<file path="src/rtl/toeplitz_ctrl_if.sv">
// Handshake bundle between the Toeplitz hash sequencer and its seed ROM, shift, FIFO and summing stages.
// stall_cycles exists only when TOEPLITZ_CTRL_PERF_EN is defined.
interface toeplitz_ctrl_if;
    logic        start;
    logic [15:0] block_cnt;
    logic        rom_en;
    logic [7:0]  rom_addr;
    logic        shift_en;
    logic        shift_ack;
    logic        coeff_empty;
    logic        result_full;
    logic        sum_en;
    logic        result_wr;
    logic        busy;
    logic        done;
    logic [15:0] blocks_done;
`ifdef TOEPLITZ_CTRL_PERF_EN
    logic [31:0] stall_cycles;
`endif

    modport master (
        output start, block_cnt, shift_ack, coeff_empty, result_full, result_wr,
`ifdef TOEPLITZ_CTRL_PERF_EN
        input  stall_cycles,
`endif
        input  rom_en, rom_addr, shift_en, sum_en, busy, done, blocks_done
    );

    modport slave (
        input  start, block_cnt, shift_ack, coeff_empty, result_full, result_wr,
`ifdef TOEPLITZ_CTRL_PERF_EN
        output stall_cycles,
`endif
        output rom_en, rom_addr, shift_en, sum_en, busy, done, blocks_done
    );
endinterface

</file>
<file path="src/rtl/toeplitz_ctrl.sv">
// Job sequencer for a Toeplitz hash: loads the seed once, then streams ROWS coefficient beats per block.
// Optional stall counter enabled by defining TOEPLITZ_CTRL_PERF_EN.
module toeplitz_ctrl #(
    parameter int SEED_WORDS = 224,
    parameter int ROWS       = 96
) (
    input  logic           clk_in,
    input  logic           rst,
    toeplitz_ctrl_if.slave bus
);
    typedef enum logic [2:0] {
        IDLE   = 3'd0,
        LOAD   = 3'd1,
        LTAIL  = 3'd2,
        SHIFT  = 3'd3,
        HASH   = 3'd4,
        WAITWR = 3'd5,
        FIN    = 3'd6
    } state_e;

    localparam logic [7:0] LAST_ADDR = 8'(SEED_WORDS - 1);
    localparam logic [6:0] LAST_BEAT = 7'(ROWS - 1);

    state_e      state_q, state_d;
    logic [7:0]  addr_q, addr_d;
    logic [6:0]  beat_q, beat_d;
    logic [15:0] cnt_q, cnt_d;
    logic [15:0] blk_q, blk_d;
    logic        done_q, done_d;
    logic        sum_en_s;
    logic [15:0] blk_inc_s;

    assign sum_en_s  = (state_q == HASH) && !bus.coeff_empty && !bus.result_full;
    assign blk_inc_s = blk_q + 16'd1;

    // State and datapath registers.
    always_ff @(posedge clk_in or posedge rst) begin
        if (rst) begin
            state_q <= IDLE;
            addr_q  <= 8'd0;
            beat_q  <= 7'd0;
            cnt_q   <= 16'd0;
            blk_q   <= 16'd0;
            done_q  <= 1'b0;
        end else begin
            state_q <= state_d;
            addr_q  <= addr_d;
            beat_q  <= beat_d;
            cnt_q   <= cnt_d;
            blk_q   <= blk_d;
            done_q  <= done_d;
        end
    end

    // Next-state and datapath update.
    always_comb begin
        state_d = state_q;
        addr_d  = addr_q;
        beat_d  = beat_q;
        cnt_d   = cnt_q;
        blk_d   = blk_q;
        done_d  = 1'b0;
        case (state_q)
            IDLE: begin
                if (bus.start) begin
                    cnt_d  = bus.block_cnt;
                    blk_d  = 16'd0;
                    addr_d = 8'd0;
                    beat_d = 7'd0;
                    if (bus.block_cnt == 16'd0) begin
                        state_d = FIN;
                    end else begin
                        state_d = LOAD;
                    end
                end else begin
                    state_d = IDLE;
                end
            end
            LOAD: begin
                if (addr_q == LAST_ADDR) begin
                    addr_d  = 8'd0;
                    state_d = LTAIL;
                end else begin
                    addr_d = addr_q + 8'd1;
                end
            end
            // Extra cycle lets the last ROM word arrive before the shift stage latches the seed.
            LTAIL: state_d = SHIFT;
            SHIFT: begin
                if (bus.shift_ack) begin
                    state_d = HASH;
                end else begin
                    state_d = SHIFT;
                end
            end
            HASH: begin
                if (sum_en_s) begin
                    if (beat_q == LAST_BEAT) begin
                        beat_d  = 7'd0;
                        state_d = WAITWR;
                    end else begin
                        beat_d = beat_q + 7'd1;
                    end
                end else begin
                    beat_d = beat_q;
                end
            end
            // Next block reuses the seed already held by the shift stage.
            WAITWR: begin
                if (bus.result_wr) begin
                    blk_d = blk_inc_s;
                    if (blk_inc_s < cnt_q) begin
                        state_d = HASH;
                    end else begin
                        state_d = FIN;
                    end
                end else begin
                    state_d = WAITWR;
                end
            end
            FIN: begin
                done_d  = 1'b1;
                state_d = IDLE;
            end
            default: state_d = IDLE;
        endcase
    end

    assign bus.rom_en      = (state_q == LOAD);
    assign bus.rom_addr    = addr_q;
    assign bus.shift_en    = (state_q == SHIFT);
    assign bus.sum_en      = sum_en_s;
    assign bus.busy        = (state_q != IDLE);
    assign bus.done        = done_q;
    assign bus.blocks_done = blk_q;

`ifdef TOEPLITZ_CTRL_PERF_EN
    logic [31:0] stall_q, stall_d;

    // Stall counter next value: cleared per job, saturating.
    always_comb begin
        stall_d = stall_q;
        if ((state_q == IDLE) && bus.start) begin
            stall_d = 32'd0;
        end else if ((state_q == HASH) && !sum_en_s && (stall_q != 32'hFFFF_FFFF)) begin
            stall_d = stall_q + 32'd1;
        end else begin
            stall_d = stall_q;
        end
    end

    // Stall counter register.
    always_ff @(posedge clk_in or posedge rst) begin
        if (rst) begin
            stall_q <= 32'd0;
        end else begin
            stall_q <= stall_d;
        end
    end

    assign bus.stall_cycles = stall_q;
`endif
endmodule

</file>
<file path="src/flat_wrapper.sv">
// flat-port wrapper written by rule: the top's interface ports become plain ports
module toeplitz_ctrl_flat 
#(
    parameter int SEED_WORDS = 224,
    parameter int ROWS       = 96
)
  (clk_in, rst, bus_start, bus_block_cnt, bus_shift_ack, bus_coeff_empty, bus_result_full, bus_result_wr, bus_rom_en, bus_rom_addr, bus_shift_en, bus_sum_en, bus_busy, bus_done, bus_blocks_done);
  toeplitz_ctrl_if bus_i ();
  input  logic clk_in;
  input  logic rst;
  input wire logic [$bits(bus_i.start)-1:0] bus_start;
  input wire logic [$bits(bus_i.block_cnt)-1:0] bus_block_cnt;
  input wire logic [$bits(bus_i.shift_ack)-1:0] bus_shift_ack;
  input wire logic [$bits(bus_i.coeff_empty)-1:0] bus_coeff_empty;
  input wire logic [$bits(bus_i.result_full)-1:0] bus_result_full;
  input wire logic [$bits(bus_i.result_wr)-1:0] bus_result_wr;
  output wire logic [$bits(bus_i.rom_en)-1:0] bus_rom_en;
  output wire logic [$bits(bus_i.rom_addr)-1:0] bus_rom_addr;
  output wire logic [$bits(bus_i.shift_en)-1:0] bus_shift_en;
  output wire logic [$bits(bus_i.sum_en)-1:0] bus_sum_en;
  output wire logic [$bits(bus_i.busy)-1:0] bus_busy;
  output wire logic [$bits(bus_i.done)-1:0] bus_done;
  output wire logic [$bits(bus_i.blocks_done)-1:0] bus_blocks_done;
  assign bus_i.start = bus_start;
  assign bus_i.block_cnt = bus_block_cnt;
  assign bus_i.shift_ack = bus_shift_ack;
  assign bus_i.coeff_empty = bus_coeff_empty;
  assign bus_i.result_full = bus_result_full;
  assign bus_i.result_wr = bus_result_wr;
  assign bus_rom_en = bus_i.rom_en;
  assign bus_rom_addr = bus_i.rom_addr;
  assign bus_shift_en = bus_i.shift_en;
  assign bus_sum_en = bus_i.sum_en;
  assign bus_busy = bus_i.busy;
  assign bus_done = bus_i.done;
  assign bus_blocks_done = bus_i.blocks_done;
  toeplitz_ctrl #(.SEED_WORDS(SEED_WORDS), .ROWS(ROWS)) u_core (.clk_in(clk_in), .rst(rst), .bus(bus_i));
endmodule
</file>
<file path="config.mk">
export PLATFORM = sky130hd
export DESIGN_NAME = toeplitz_ctrl_flat
export DESIGN_NICKNAME = d
export VERILOG_FILES = /design/src/rtl/toeplitz_ctrl_if.sv /design/src/rtl/toeplitz_ctrl.sv /design/src/flat_wrapper.sv
export SDC_FILE = /design/constraint.sdc
export NUM_CORES = 1
export LEC_CHECK = 0
export CORE_ASPECT_RATIO = 1.5
export CORE_MARGIN = 1.5
export CORE_UTILIZATION = 40
export CTS_BUF_LIST = sky130_fd_sc_hd__clkbuf_16
export DETAILED_ROUTE_END_ITERATION = 7
export DONT_BUFFER_PORTS = 1
export MAX_ROUTING_LAYER = met4
export PLACE_DENSITY_LB_ADDON = 0.15
export SLEW_MARGIN = 30
export SYNTH_ARGS = -nofsm -noshare
export SYNTH_HDL_FRONTEND = slang
export SYNTH_SLANG_ARGS = --single-unit
export TNS_END_PERCENT = 30
</file>
<file path="constraint.sdc">
create_clock -name clk_in -period 2.6 [get_ports clk_in]
set_input_delay 0.52 -clock clk_in [delete_from_list [all_inputs] [get_ports clk_in]]
set_output_delay 0.52 -clock clk_in [all_outputs]
set_load 0.02 [all_outputs]
</file>
[After elaboration in Yosys (flattened, before gate mapping)]
Index checks and enable logic that the tools add are counted.
Word-level totals
  register bits after elaboration: 51
  output and inout bits: 29
  word-level logic and storage cells: 58
Operators by class
  add/subtract/negate cells: 3
  order comparisons: 1
  equality and inequality tests: 13
  multiplexer cells: 20
  reduce and logical (&&, ||, !) cells: 15
Operator list (count)
  $mux 16: 2
  $pmux 16 s2: 1
  $mux 7: 3
  $mux 3: 6
  $pmux 3 s6: 1
  $add 16x1->16 const B: 1
  $logic_not 16->1: 1
  $lt 16x16->1: 1
  $mux 8: 2
  $pmux 8 s2: 1
  $pmux 7 s2: 1
  $eq 3x3->1 const B: 3
  $reduce_and 3->1: 3
  $add 8x1->8 const B: 1
  $eq 8x8->1 const B: 1
  $ne 2x2->1 const B: 4
  $add 7x1->7 const B: 1
  $eq 7x7->1 const B: 1
  $eq 3x2->1 const B: 2
  $reduce_bool 2->1: 3
  $mux 2: 2
  $reduce_and 2->1: 2
  $eq 3x1->1 const B: 1
  $logic_not 3->1: 1
  5 further kinds: 7

[Depth between registers and ports, before layout]
Gate-level depths: netlist of the first run.
  word-level depth: 5
  gate-level depth with buffers: 13

[Worst setup path after synthesis of the first run]
OpenSTA, ideal clock, no wires.
  path kind: register -> register
  from: register u_core.blk_q[0], in the netlist u_core.bus.blocks_done[0]
  to: register u_core.state_q[1]
  arrival: 2.723 ns
  required time: 2.522 ns
  path slack: -0.200 ns
  stages on the path, launching flop included: 12
  path buffers: 0
  clock period less this slack: 2.800 ns
  path through: dfrtp_1 -> ha_1 -> nand3_2 -> nor4_4 -> and3_1 -> xor2_1 -> ha_1 -> nand4_1 -> nor4_1 -> o21ai_0 -> a31o_2 -> a21oi_1
Between the ends
  longest elaborated chain between the ends: 5
RTL lines
  start: declaration: line toeplitz_ctrl.sv:28  | logic [15:0] blk_q, blk_d;
  start signal: assignment: line toeplitz_ctrl.sv:50  | blk_q <= blk_d;
  $add 16x1->16: line toeplitz_ctrl.sv:34  | assign blk_inc_s = blk_q + 16'd1;
  $lt 16x16->1: line toeplitz_ctrl.sv:112  | if (blk_inc_s < cnt_q) begin
  $mux 2: line toeplitz_ctrl.sv:112
  $mux 2: line toeplitz_ctrl.sv:110  | if (bus.result_wr) begin
  $pmux 3 s6: line toeplitz_ctrl.sv:63  | case (state_q)
  end signal: assignment: line toeplitz_ctrl.sv:46  | state_q <= state_d;
  end: declaration: line toeplitz_ctrl.sv:24  | state_e state_q, state_d;
No other way between the ends.
A chain may end at the register's enable or synchronous reset.

[Worst setup path in the final report of the first run]
Same ends and word-level chain as after synthesis.

==> reports/metrics.yaml, run 1 <==
power:
  p_leak_nw: 1.66
  ir_worst_vdd_mv: 0.323
  p_int_mw: 1.29
  seq_power_share_pct: 49.6
  pwr-share-comb_pct: 4.1
  p_sw_share_pct: 22.0
  power.density_mw_per_mm2: 461
  clkPwrFrac_pct: 46.3
  switchingPower_mw: 0.364
cts:
  cts-root-buf: "clkbuf_16"
  cts_buffers: 5
  worstSkewPairLatency_ps: 300
  clock-sinks: 51
  cts.path.max_buffers: 2
  path_clk_slew_ps: 80
  cts_tree: "done"
  htreeDepth: 2
status:
  outcome: "finished clean"
timing:
  fin_ws_ps: 60.0
  max_freq_ghz: 0.394
  worst_pin_slew_ps: 509
  setup_tns_ps: 0
  clock_skew_ps: 8.64
  slew_headroom_pct: 66.1
  hold_viol: 0
  period_share_pct: 97.7
  drv_slew: 0
  setup_viol: 0
  fin_crit_ps: 2540
finish:
  multi_input_area_sq_mm: 0.00166
  fillers: 713
  mostFrequentLayoutCell: "nand2_1"
  layout-drive-gt1-share_pct: 19.5
  finish.utilization_pct: 49.3
  most-common-layout-cells: "57 x nand2_1, 55 x o21ai_0, 41 x dfrtp_1"
  seq_area_sq_mm: 0.00129
  nNetsFinal: 415
  final_cell_area_sq_mm: 0.00359
  syn_to_final_growth_pct: 19.5
  antenna_cells: 0
die:
  die_w_um: 73.7
  io-pin-count: 52
  rows: 38
  die_area_sq_mm: 0.00805
  fp.dieH_um: 109
  start_util_pct: 41.3
  core_sq_mm: 0.00727
route:
  route.detailed.drc: 0
  wl_um: 7770
  wl_per_cell_um: 16.4
  via_per_inst: 5.42
  firstDrtPassIters: 4
  vias: 2573
  drt-initial-drc-count: 163
  antenna_left: 0
placement:
  dp_hpwl_um: 5870
  place_area_sq_mm: 0.00334
  dpl_worst_slack_ps: -36.0
  io_buffers: 0
  gp_congestion: 0.903
setup_path:
  timing.critical_path.to_type: "flop"
  cp_max_fo: 3
  worstSetupStartpointType: "flop"
  reg2reg_to: "u_core.state_q[1]"
  critPathKind: "flop to flop"
  cp.arrival_ps: 2770
  worstSetupStartpoint: "u_core.bus.blocks_done[0]"
  rr_worst_depth: 11
  endpoint: "u_core.state_q[1]"
  critical_path_required_ps: 2830
  rr_startpoint: "u_core.bus.blocks_done[0]"
  r2r_setup_slack_ps: 60
yosys:
  synth.distinct_cells: 44
  ys_seq_elements: 51
  async_reset_ff_share_pct: 100
  yosysWarnings: 0
  syn_avg_cell_area_sq_um: 8.73
  ys.flop_type: "dfrtp_1"
  syn_area_sq_mm: 0.00300
  synth_seq_area_share_pct: 42.5
  syn-num-nets: 385
  syn_inst: 344
  synth_enable_flop_cells: 0
global_routing:
  antenna_found_initial: 0
  grt_use_total_pct: 20.9
  grt-ovfl-total: 0
  grt_pass1_vias: 2491
  grt_first_pass_wirelength_um: 12400
  grt_start_max_net_pins: 33
flow_run:
  max_cap_viol_count: 0
worst_hold_path:
  hold_path_class: "primary input to async pin"
-- synthesized netlist by cell type (6+ instances only) --
| library cell | number | share of area [%] |
|---|---|---|
| nor2_1 | 22 | 2.8 |
| nand3_1 | 11 | 1.8 |
| ha_1 | 18 | 7.5 |
| inv_1 | 19 | 2.4 |
| nand4_1 | 7 | 1.5 |
| a31oi_1 | 6 | 1.3 |
| nand2_1 | 59 | 7.4 |
| clkbuf_1 | 7 | 0.88 |
| dfrtp_1 | 51 | 42 |
| o31ai_1 | 7 | 1.7 |
| xor2_1 | 9 | 2.6 |
| o21ai_0 | 56 | 9.3 |
| a21oi_1 | 9 | 1.5 |
| nor4_1 | 7 | 1.5 |
| xnor2_1 | 7 | 2.0 |
-- stage by stage --
stage,std cells,power (mW),hold WS [ps]
2_1_floorplan,344,0.881,446
3_3_place_gp,464,0.902,388
3_5_place_dp,464,0.904,390
4_1_cts,472,1.66,77.4
5_1_grt,475,1.71,80.8
6_report,475,1.65,60.6
-- area by class of cell --
class | instances | area share [%]
repair buffers | 35 | 7.43
multi-input cells | 261 | 46.4
clock inverters | 3 | 1.22
inverters | 20 | 2.09
clock buffers | 5 | 3.49
well taps | 100 | 3.49
flip-flops and latches | 51 | 35.9
-- flip-flops by register name (all words and copies together) (netlist names) --
register                flops
u_core.bus.blocks_done     16
u_core.cnt_q               16
u_core.bus.rom_addr         8
u_core.beat_q               7
u_core.state_q              3
u_core.bus.done             1
-- power by group through the flow --
stage               Combinational (mW)  Clock, mW  Sequential [mW]
floorplan                       0.0465          0            0.834
global placement                0.0675          0            0.835
detailed placement              0.0691          0            0.835
CTS                             0.0692      0.775            0.819
global route                    0.0799      0.807            0.821
finish                          0.0684      0.765            0.820
-- metal layers --
layer / vias up / GRT usage [%] / routed length (um) / share of wire (%)
li1: 1278 / - / - / -
met1: 1226 / 25.2 / 3190 / 41
met2: 60 / 35.3 / 4100 / 53
met3: 9 / 3.51 / 343 / 4.4
met4: 0 / 6.35 / 141 / 1.8
met5: - / - / 0 / 0
-- what timing repair did --
item	CTS	global route
cloned	0	0
setup buffers	0	3
hold endpoints to repair	0	0
pin swaps	1	9
endpoints found under the setup margin	1	1
resized for setup	1	11
hold buffers	0	0
-- worst min-delay path by stage --
stage                                    to  slack, ps  depth (start not counted)
after global routing      u_core.state_q[1]         80                          1
final                     u_core.state_q[1]         60                          1
after CTS                 u_core.state_q[1]         80                          1
after detailed placement   u_core.beat_q[2]        390                          1
after floorplan             u_core.cnt_q[0]        450                          2
after global placement     u_core.beat_q[2]        390                          1
-- critical path: stages (launching register included) --
cell	delay, ps
dfrtp_2	420
ha_4	150
nand3_2	110
nor4_4	220
buf_4	190
xor2_1	300
ha_1	200
nand4_1	120
nor4_1	300
o21ai_1	120
a31o_2	220
a21oi_2	120
-- kinds of logic (layout without fill, tap and decap cells) --
group / Yosys count / in the layout / share of synthesized area, %
AOI/OAI and AO/OA: 95 / 95 / 18.8
xor gates and xnor gates: 16 / 16 / 4.67
adders and majority gates: 18 / 18 / 7.50
buffers and inverters: 32 / 63 / 4.42
DFF: 51 / 51 / 42.5
muxes: 2 / 2 / 0.667
and+or+nand+nor: 130 / 130 / 21.4
(Power assumes the default switching activity.)
==> inputs of run 2 (changes only) <==
Settings changed: CTS_CLUSTER_DIAMETER set to 60.
==> results of run 2 <==
The final DEF is identical to that of run 1; final timing and power are the same.
==> inputs of run 3 (changes only) <==
Settings changed: TNS_END_PERCENT 30 to 50.
==> results of run 3 <==
The final DEF is identical to that of run 1; final timing and power are the same.
